==> config.mk <==
export PLATFORM = sky130hd
export DESIGN_NAME = vga_timing_gen_flat
export DESIGN_NICKNAME = d
export VERILOG_FILES = /design/src/rtl/vga_timing_if.sv /design/src/rtl/vga_timing_gen.sv /design/src/flat_wrapper.sv
export SDC_FILE = /design/constraint.sdc
export NUM_CORES = 1
export LEC_CHECK = 0
export ABC_AREA = 1
export BUFFER_PORTS_ARGS = -buffer_cell sky130_fd_sc_hd__buf_2
export CAP_MARGIN = 20
export CORE_MARGIN = 8
export CORE_UTILIZATION = 35
export CTS_BUF_LIST = sky130_fd_sc_hd__clkbuf_16
export CTS_CLUSTER_SIZE = 10
export DETAILED_ROUTE_END_ITERATION = 10
export HOLD_SLACK_MARGIN = 0.03
export MAX_ROUTING_LAYER = met4
export PLACE_DENSITY_LB_ADDON = 0.08
export SKIP_CTS_REPAIR_TIMING = 1
export SLEW_MARGIN = 20
export SYNTH_ARGS = -nofsm -noshare
export SYNTH_HDL_FRONTEND = slang
export SYNTH_SLANG_ARGS = --single-unit
==> constraint.sdc <==
create_clock -name vga_clk -period 4.02 [get_ports vga_clk]
set_input_delay 0.201 -clock vga_clk [delete_from_list [all_inputs] [get_ports vga_clk]]
set_output_delay 0.201 -clock vga_clk [all_outputs]
set_load 0.05 [all_outputs]
==> src/rtl/vga_timing_if.sv <==
// Raster timing bundle: pixel position, blank/sync levels, line/frame strobes
// and the frame counter. The timing generator drives it (master); sprite
// readers and the video output stage consume it (slave).
interface vga_timing_if;
  logic [9:0] DrawX;
  logic [9:0] DrawY;
  logic       blank;
  logic       hs;
  logic       vs;
  logic       line_start;
  logic       frame_start;
  logic [7:0] frame_cnt;

  modport master (
    output DrawX, DrawY, blank, hs, vs, line_start, frame_start, frame_cnt
  );

  modport slave (
    input DrawX, DrawY, blank, hs, vs, line_start, frame_start, frame_cnt
  );
endinterface

==> src/rtl/vga_timing_gen.sv <==
// vga_timing_gen: raster timing source (default 640x480@60 on 25 MHz vga_clk).
// Horizontal and vertical counters with region FSMs, registered sync/blank,
// line/frame strobes and an 8-bit frame counter.
// Optional macro VGA_SYNC_DELAY_EN: hs, vs and blank get one extra register
// stage so they line up with sprite colour that is registered after addressing.
module vga_timing_gen #(
  parameter int H_ACTIVE = 640,
  parameter int H_FP     = 16,
  parameter int H_SYNC   = 96,
  parameter int H_BP     = 48,
  parameter int V_ACTIVE = 480,
  parameter int V_FP     = 10,
  parameter int V_SYNC   = 2,
  parameter int V_BP     = 33,
  parameter int HS_POL   = 0,
  parameter int VS_POL   = 0
) (
  input  logic         vga_clk,
  input  logic         reset_n,
  vga_timing_if.master vga
);

  localparam int H_TOTAL = H_ACTIVE + H_FP + H_SYNC + H_BP;
  localparam int V_TOTAL = V_ACTIVE + V_FP + V_SYNC + V_BP;

  // Region boundaries all sit below TOTAL (<= 1024), so 10 bits hold them.
  localparam logic [9:0] H_LAST   = 10'(H_TOTAL - 1);
  localparam logic [9:0] H_B_FP   = 10'(H_ACTIVE);
  localparam logic [9:0] H_B_SYNC = 10'(H_ACTIVE + H_FP);
  localparam logic [9:0] H_B_BP   = 10'(H_ACTIVE + H_FP + H_SYNC);
  localparam logic [9:0] V_LAST   = 10'(V_TOTAL - 1);
  localparam logic [9:0] V_B_FP   = 10'(V_ACTIVE);
  localparam logic [9:0] V_B_SYNC = 10'(V_ACTIVE + V_FP);
  localparam logic [9:0] V_B_BP   = 10'(V_ACTIVE + V_FP + V_SYNC);

  localparam logic HS_ON = (HS_POL != 0);
  localparam logic VS_ON = (VS_POL != 0);

  typedef enum logic [1:0] {
    ST_ACTIVE,
    ST_FRONT,
    ST_SYNC,
    ST_BACK
  } region_e;

  // Region transition: enter a region exactly when the count hits its start.
  function automatic region_e next_region(
    input region_e    cur,
    input logic [9:0] cnt,
    input logic [9:0] b_fp,
    input logic [9:0] b_sync,
    input logic [9:0] b_bp
  );
    region_e nxt;
    nxt = cur;
    if (cnt == 10'd0)        nxt = ST_ACTIVE;
    else if (cnt == b_fp)    nxt = ST_FRONT;
    else if (cnt == b_sync)  nxt = ST_SYNC;
    else if (cnt == b_bp)    nxt = ST_BACK;
    return nxt;
  endfunction

  logic       run_q, run_d;
  logic [9:0] hc_q, hc_d;
  logic [9:0] vc_q, vc_d;
  region_e    h_st_q, h_st_d;
  region_e    v_st_q, v_st_d;
  logic       blank_q, blank_d;
  logic       hs_q, hs_d;
  logic       vs_q, vs_d;
  logic       line_start_q, line_start_d;
  logic       frame_start_q, frame_start_d;
  logic [7:0] frame_cnt_q, frame_cnt_d;

  // Next-state counters, regions and outputs; outputs describe the pixel at hc_d/vc_d.
  always_comb begin
    run_d       = 1'b1;
    hc_d        = hc_q;
    vc_d        = vc_q;
    frame_cnt_d = frame_cnt_q;
    if (!run_q) begin
      // First edge out of reset presents pixel (0,0) rather than advancing.
      hc_d = 10'd0;
      vc_d = 10'd0;
    end else if (hc_q == H_LAST) begin
      hc_d = 10'd0;
      if (vc_q == V_LAST) begin
        vc_d        = 10'd0;
        frame_cnt_d = frame_cnt_q + 8'd1;
      end else begin
        vc_d = vc_q + 10'd1;
      end
    end else begin
      hc_d = hc_q + 10'd1;
    end

    h_st_d = next_region(h_st_q, hc_d, H_B_FP, H_B_SYNC, H_B_BP);
    v_st_d = next_region(v_st_q, vc_d, V_B_FP, V_B_SYNC, V_B_BP);

    blank_d       = (h_st_d == ST_ACTIVE) && (v_st_d == ST_ACTIVE);
    hs_d          = (h_st_d == ST_SYNC) ? HS_ON : ~HS_ON;
    vs_d          = (v_st_d == ST_SYNC) ? VS_ON : ~VS_ON;
    line_start_d  = (hc_d == 10'd0);
    frame_start_d = (hc_d == 10'd0) && (vc_d == 10'd0);
  end

  // Counter/FSM/output registers; reset wins over everything, mid-frame included.
  always_ff @(posedge vga_clk) begin
    if (!reset_n) begin
      run_q         <= 1'b0;
      hc_q          <= 10'd0;
      vc_q          <= 10'd0;
      h_st_q        <= ST_ACTIVE;
      v_st_q        <= ST_ACTIVE;
      blank_q       <= 1'b0;
      hs_q          <= ~HS_ON;
      vs_q          <= ~VS_ON;
      line_start_q  <= 1'b0;
      frame_start_q <= 1'b0;
      frame_cnt_q   <= 8'd0;
    end else begin
      run_q         <= run_d;
      hc_q          <= hc_d;
      vc_q          <= vc_d;
      h_st_q        <= h_st_d;
      v_st_q        <= v_st_d;
      blank_q       <= blank_d;
      hs_q          <= hs_d;
      vs_q          <= vs_d;
      line_start_q  <= line_start_d;
      frame_start_q <= frame_start_d;
      frame_cnt_q   <= frame_cnt_d;
    end
  end

  assign vga.DrawX       = hc_q;
  assign vga.DrawY       = vc_q;
  assign vga.line_start  = line_start_q;
  assign vga.frame_start = frame_start_q;
  assign vga.frame_cnt   = frame_cnt_q;

`ifdef VGA_SYNC_DELAY_EN
  logic blank_dly_q;
  logic hs_dly_q;
  logic vs_dly_q;

  // One-cycle delay of sync/blank to match colour registered after addressing.
  always_ff @(posedge vga_clk) begin
    if (!reset_n) begin
      blank_dly_q <= 1'b0;
      hs_dly_q    <= ~HS_ON;
      vs_dly_q    <= ~VS_ON;
    end else begin
      blank_dly_q <= blank_q;
      hs_dly_q    <= hs_q;
      vs_dly_q    <= vs_q;
    end
  end

  assign vga.blank = blank_dly_q;
  assign vga.hs    = hs_dly_q;
  assign vga.vs    = vs_dly_q;
`else
  assign vga.blank = blank_q;
  assign vga.hs    = hs_q;
  assign vga.vs    = vs_q;
`endif

endmodule
==> src/flat_wrapper.sv <==
// flat-port wrapper written by rule: the top's interface ports become plain ports
module vga_timing_gen_flat 
#(
  parameter int H_ACTIVE = 640,
  parameter int H_FP     = 16,
  parameter int H_SYNC   = 96,
  parameter int H_BP     = 48,
  parameter int V_ACTIVE = 480,
  parameter int V_FP     = 10,
  parameter int V_SYNC   = 2,
  parameter int V_BP     = 33,
  parameter int HS_POL   = 0,
  parameter int VS_POL   = 0
)
  (vga_clk, reset_n, vga_DrawX, vga_DrawY, vga_blank, vga_hs, vga_vs, vga_line_start, vga_frame_start, vga_frame_cnt);
  vga_timing_if vga_i ();
  input  logic vga_clk;
  input  logic reset_n;
  output wire logic [$bits(vga_i.DrawX)-1:0] vga_DrawX;
  output wire logic [$bits(vga_i.DrawY)-1:0] vga_DrawY;
  output wire logic [$bits(vga_i.blank)-1:0] vga_blank;
  output wire logic [$bits(vga_i.hs)-1:0] vga_hs;
  output wire logic [$bits(vga_i.vs)-1:0] vga_vs;
  output wire logic [$bits(vga_i.line_start)-1:0] vga_line_start;
  output wire logic [$bits(vga_i.frame_start)-1:0] vga_frame_start;
  output wire logic [$bits(vga_i.frame_cnt)-1:0] vga_frame_cnt;
  assign vga_DrawX = vga_i.DrawX;
  assign vga_DrawY = vga_i.DrawY;
  assign vga_blank = vga_i.blank;
  assign vga_hs = vga_i.hs;
  assign vga_vs = vga_i.vs;
  assign vga_line_start = vga_i.line_start;
  assign vga_frame_start = vga_i.frame_start;
  assign vga_frame_cnt = vga_i.frame_cnt;
  vga_timing_gen #(.H_ACTIVE(H_ACTIVE), .H_FP(H_FP), .H_SYNC(H_SYNC), .H_BP(H_BP), .V_ACTIVE(V_ACTIVE), .V_FP(V_FP), .V_SYNC(V_SYNC), .V_BP(V_BP), .HS_POL(HS_POL), .VS_POL(VS_POL)) u_core (.vga_clk(vga_clk), .reset_n(reset_n), .vga(vga_i));
endmodule
==> flow_summary.toml <==
[timing]
hold_viol = 0
setup_viol = 0
finalSetupTns_ps = 0
fin_crit_sh_pct = 56.1
clock_skew_ps = 2.18
tightestPinTransition_ps = 1020
timing.max_slew.rel_slack_pct = 32.1
final.min_clock_period_ps = 2260
maxClockFrequency_mhz = 443
rsz_0062_raised_after_global_routing = "false"
slew_viol_final = 0

[synth]
synth.avg_cell_area_um2 = 6.60
yosys_warnings = 0
async_flop_share_pct = 0
synth.top_cell.area_share_pct = 34.7
netlist_instances = 332
synth_top_cell_by_area = "sky130_fd_sc_hd__dfxtp_1"
synth-seq-area-share_pct = 34.7
most_numerous_cell_in_the_yosys_netlist = "sky130_fd_sc_hd__nand2_1"
postSynthNetCount = 338
syn-cell-area_um2 = 2190
synthDistinctLibCells = 33
yosys_register_bits = 38
postSynth.topFlopCell = "sky130_fd_sc_hd__dfxtp_1"
synth_top_cells_by_area = "sky130_fd_sc_hd__dfxtp_1, sky130_fd_sc_hd__nand2_1, sky130_fd_sc_hd__nor2_1"
synth_top_cells_by_count = "sky130_fd_sc_hd__nand2_1, sky130_fd_sc_hd__nor2_1, sky130_fd_sc_hd__inv_1, sky130_fd_sc_hd__dfxtp_1, sky130_fd_sc_hd__nand3_1"
synth_enable_flop_cells = 0

[place]
post_dp_cell_area_um2 = 2430
finalWeightedCongestion = 0.869
numPortBuffers = 34
dp_hpwl_um = 4180

[clock_tree]
ctsHtreeMaxLevel = 2
clk_pin_slew_worst_paths_ps = 60
cts-buffers-inserted = 5
cts_tree = "done"
skew_pair_late_insertion_delay_ps = 280
cts.sink_count = 38
cts-root-buf = "sky130_fd_sc_hd__clkbuf_16"
clk_path_buf_depth = 2

[cells_and_area]
drive_above_1_share_pct = 19.3
synthToLayoutAreaGrowth_pct = 17.1
antenna_cells = 0
layout.cell_area.non_filler_um2 = 2570
num-nets-final = 373

[power_and_ir_drop]
leakagePower_nw = 1.29
worst_ir_drop_vdd_mv = 0.152
power-per-cell-area_nw_per_um2 = 313

[drt]
vias_per_cell = 4.65
post-route-drc-count = 0
first_iter_violations = 124
routed_wirelength_um = 5570
detail-route-antenna-nets = 0
wl_per_cell_um = 12.5
via_count = 2065
drt-pass1-iter-count = 4

[critical_path]
setup.worst_path.class = "reg -> reg"
path_cells = "ha_1 > nand2_2 > nor2_4 > nand2_4 > nand2_2 > nand2_2 > nand3b_1 > nand2_1 > nor2_2 > nand3_2 > nand2_1 > inv_1 > nand2_2 > nand3_1 > nor2_1"
critical_path.startpoint_type = "register"
slowest_delay_ps = 420
crit_path_end_kind = "register"
arrival_ps = 2480
cpMostUsedCell = "sky130_fd_sc_hd__nand2_2"
cp_slowest_cell = "sky130_fd_sc_hd__dfxtp_1"
critPathRequiredTime_ps = 4240
critical_path.max_fanout = 12

[grt]
grt_overflow_total = 0
number_of_global_route_vias_before_repair = 1937
grt_pass1_wl_um = 9500
initial_antenna_violation_count = 0
groute.usage.overall_pct = 13.6
grt_max_degree = 31

[job]
cap_violations = 0

[floorplan]
initial_utilization_pct = 35.3
die-area_um2 = 9050
die_x_um = 95.1
rows = 29
fp.coreArea_um2 = 6200
dieHeight_um = 95.1
boundaryPins = 35

[min_path]
holdCritPathClass = "in -> reg"

[status]
run_status = "completed"
-- kinds of logic after synthesis --
family	Yosys count	synth area share [%]
buffers and inverters	53	9.53
DFF	38	34.7
AOI/OAI and AO/OA	25	6.28
adders and majority gates	4	2.28
and+or+nand+nor	210	46.4
xor gates and xnor gates	2	0.799
-- layout by cell type, fill, tap and decap left out, drive strengths merged, types with 2 or more instances in the layout --
master    Yosys  final
nor3          7      7
nand3        34     34
nor2         65     65
nand2        92     92
xor2          2      2
ha            4      4
clkinvlp      0      2
buf           3     34
a21oi        10     10
inv          46     46
dfxtp        38     38
o21bai        2      2
clkbuf        3      5
o21ai         9      9
nand4         8      8
nor3b         2      2
a31oi         2      2
-- sequential cells by signal, indices dropped and copies added (netlist names), 2 cells and up --
| register | flops |
|---|---|
| u_core.v_st_q | 2 |
| u_core.vga.DrawX | 10 |
| u_core.vga.frame_cnt | 8 |
| u_core.vga.DrawY | 10 |
| u_core.h_st_q | 2 |
-- critical path: cells and delay by family, from the launching register on --
| kind | cells | cell delay, ps |
|---|---|---|
| adders and majority gates | 1 | 230 |
| buffers and inverters | 1 | 40 |
| DFF | 1 | 420 |
| and+or+nand+nor | 13 | 1500 |
-- power breakdown --
| group | switching, W | leakage [nW] | internal (W) |
|---|---|---|---|
| clock | 0.000159 | 0.0619 | 0.000226 |
| sequential | 0.00000490 | 0.308 | 0.000380 |
| combinational | 0.0000254 | 0.921 | 0.00000686 |
| total | 0.000189 | 1.29 | 0.000613 |
-- metal layers --
| metal | global-route usage [%] | up-vias | routed length (µm) |
|---|---|---|---|
| met2 | 20.2 | 27 | 2430 |
| met1 | 18.1 | 920 | 2890 |
| li1 | - | 1114 | - |
| met5 | - | - | 0 |
| met4 | 4.29 | 0 | 55 |
| met3 | 2.60 | 4 | 198 |
-- per-stage QoR --
step           util, %  std cells  hold slack (ps)  setup WS, ps  total power (W)
5_1_grt           41.4        444              106          1470         0.000831
3_5_place_dp      39.1        437              400          1750         0.000426
3_3_place_gp      39.1        437              395          1800         0.000426
4_1_cts           41.4        444              108          1740         0.000814
2_1_floorplan        -        332              229          1620         0.000417
6_report          41.4        444              108          1760         0.000802
-- final cells by class --
type	count	area, µm²
inverter	47	176
timing repair buffer	34	170
sequential	38	761
tap	77	96.3
multi-input combinational	241	1220
clock buffer	5	125
fill	658	3640
clock inverter	2	15.0
-- final timing paths --
| path | start | end | slack, ps | depth (start not counted) |
|---|---|---|---|---|
| worst max register to register | u_core.vga.DrawX[0]$_SDFF_PN0_ | u_core.vga.blank$_SDFF_PN0_ | 1760 | 15 |
| worst max-delay path | u_core.vga.DrawX[0]$_SDFF_PN0_ | u_core.vga.blank$_SDFF_PN0_ | 1760 | 15 |
| worst min register to register | u_core.vga.frame_cnt[6]$_SDFFE_PN0P_ | u_core.vga.frame_cnt[6]$_SDFFE_PN0P_ | 500 | 1 |
| worst min-delay path | reset_n | u_core.run_q$_DFF_P_ | 110 | 1 |
Power figures use the tool's default switching activity.
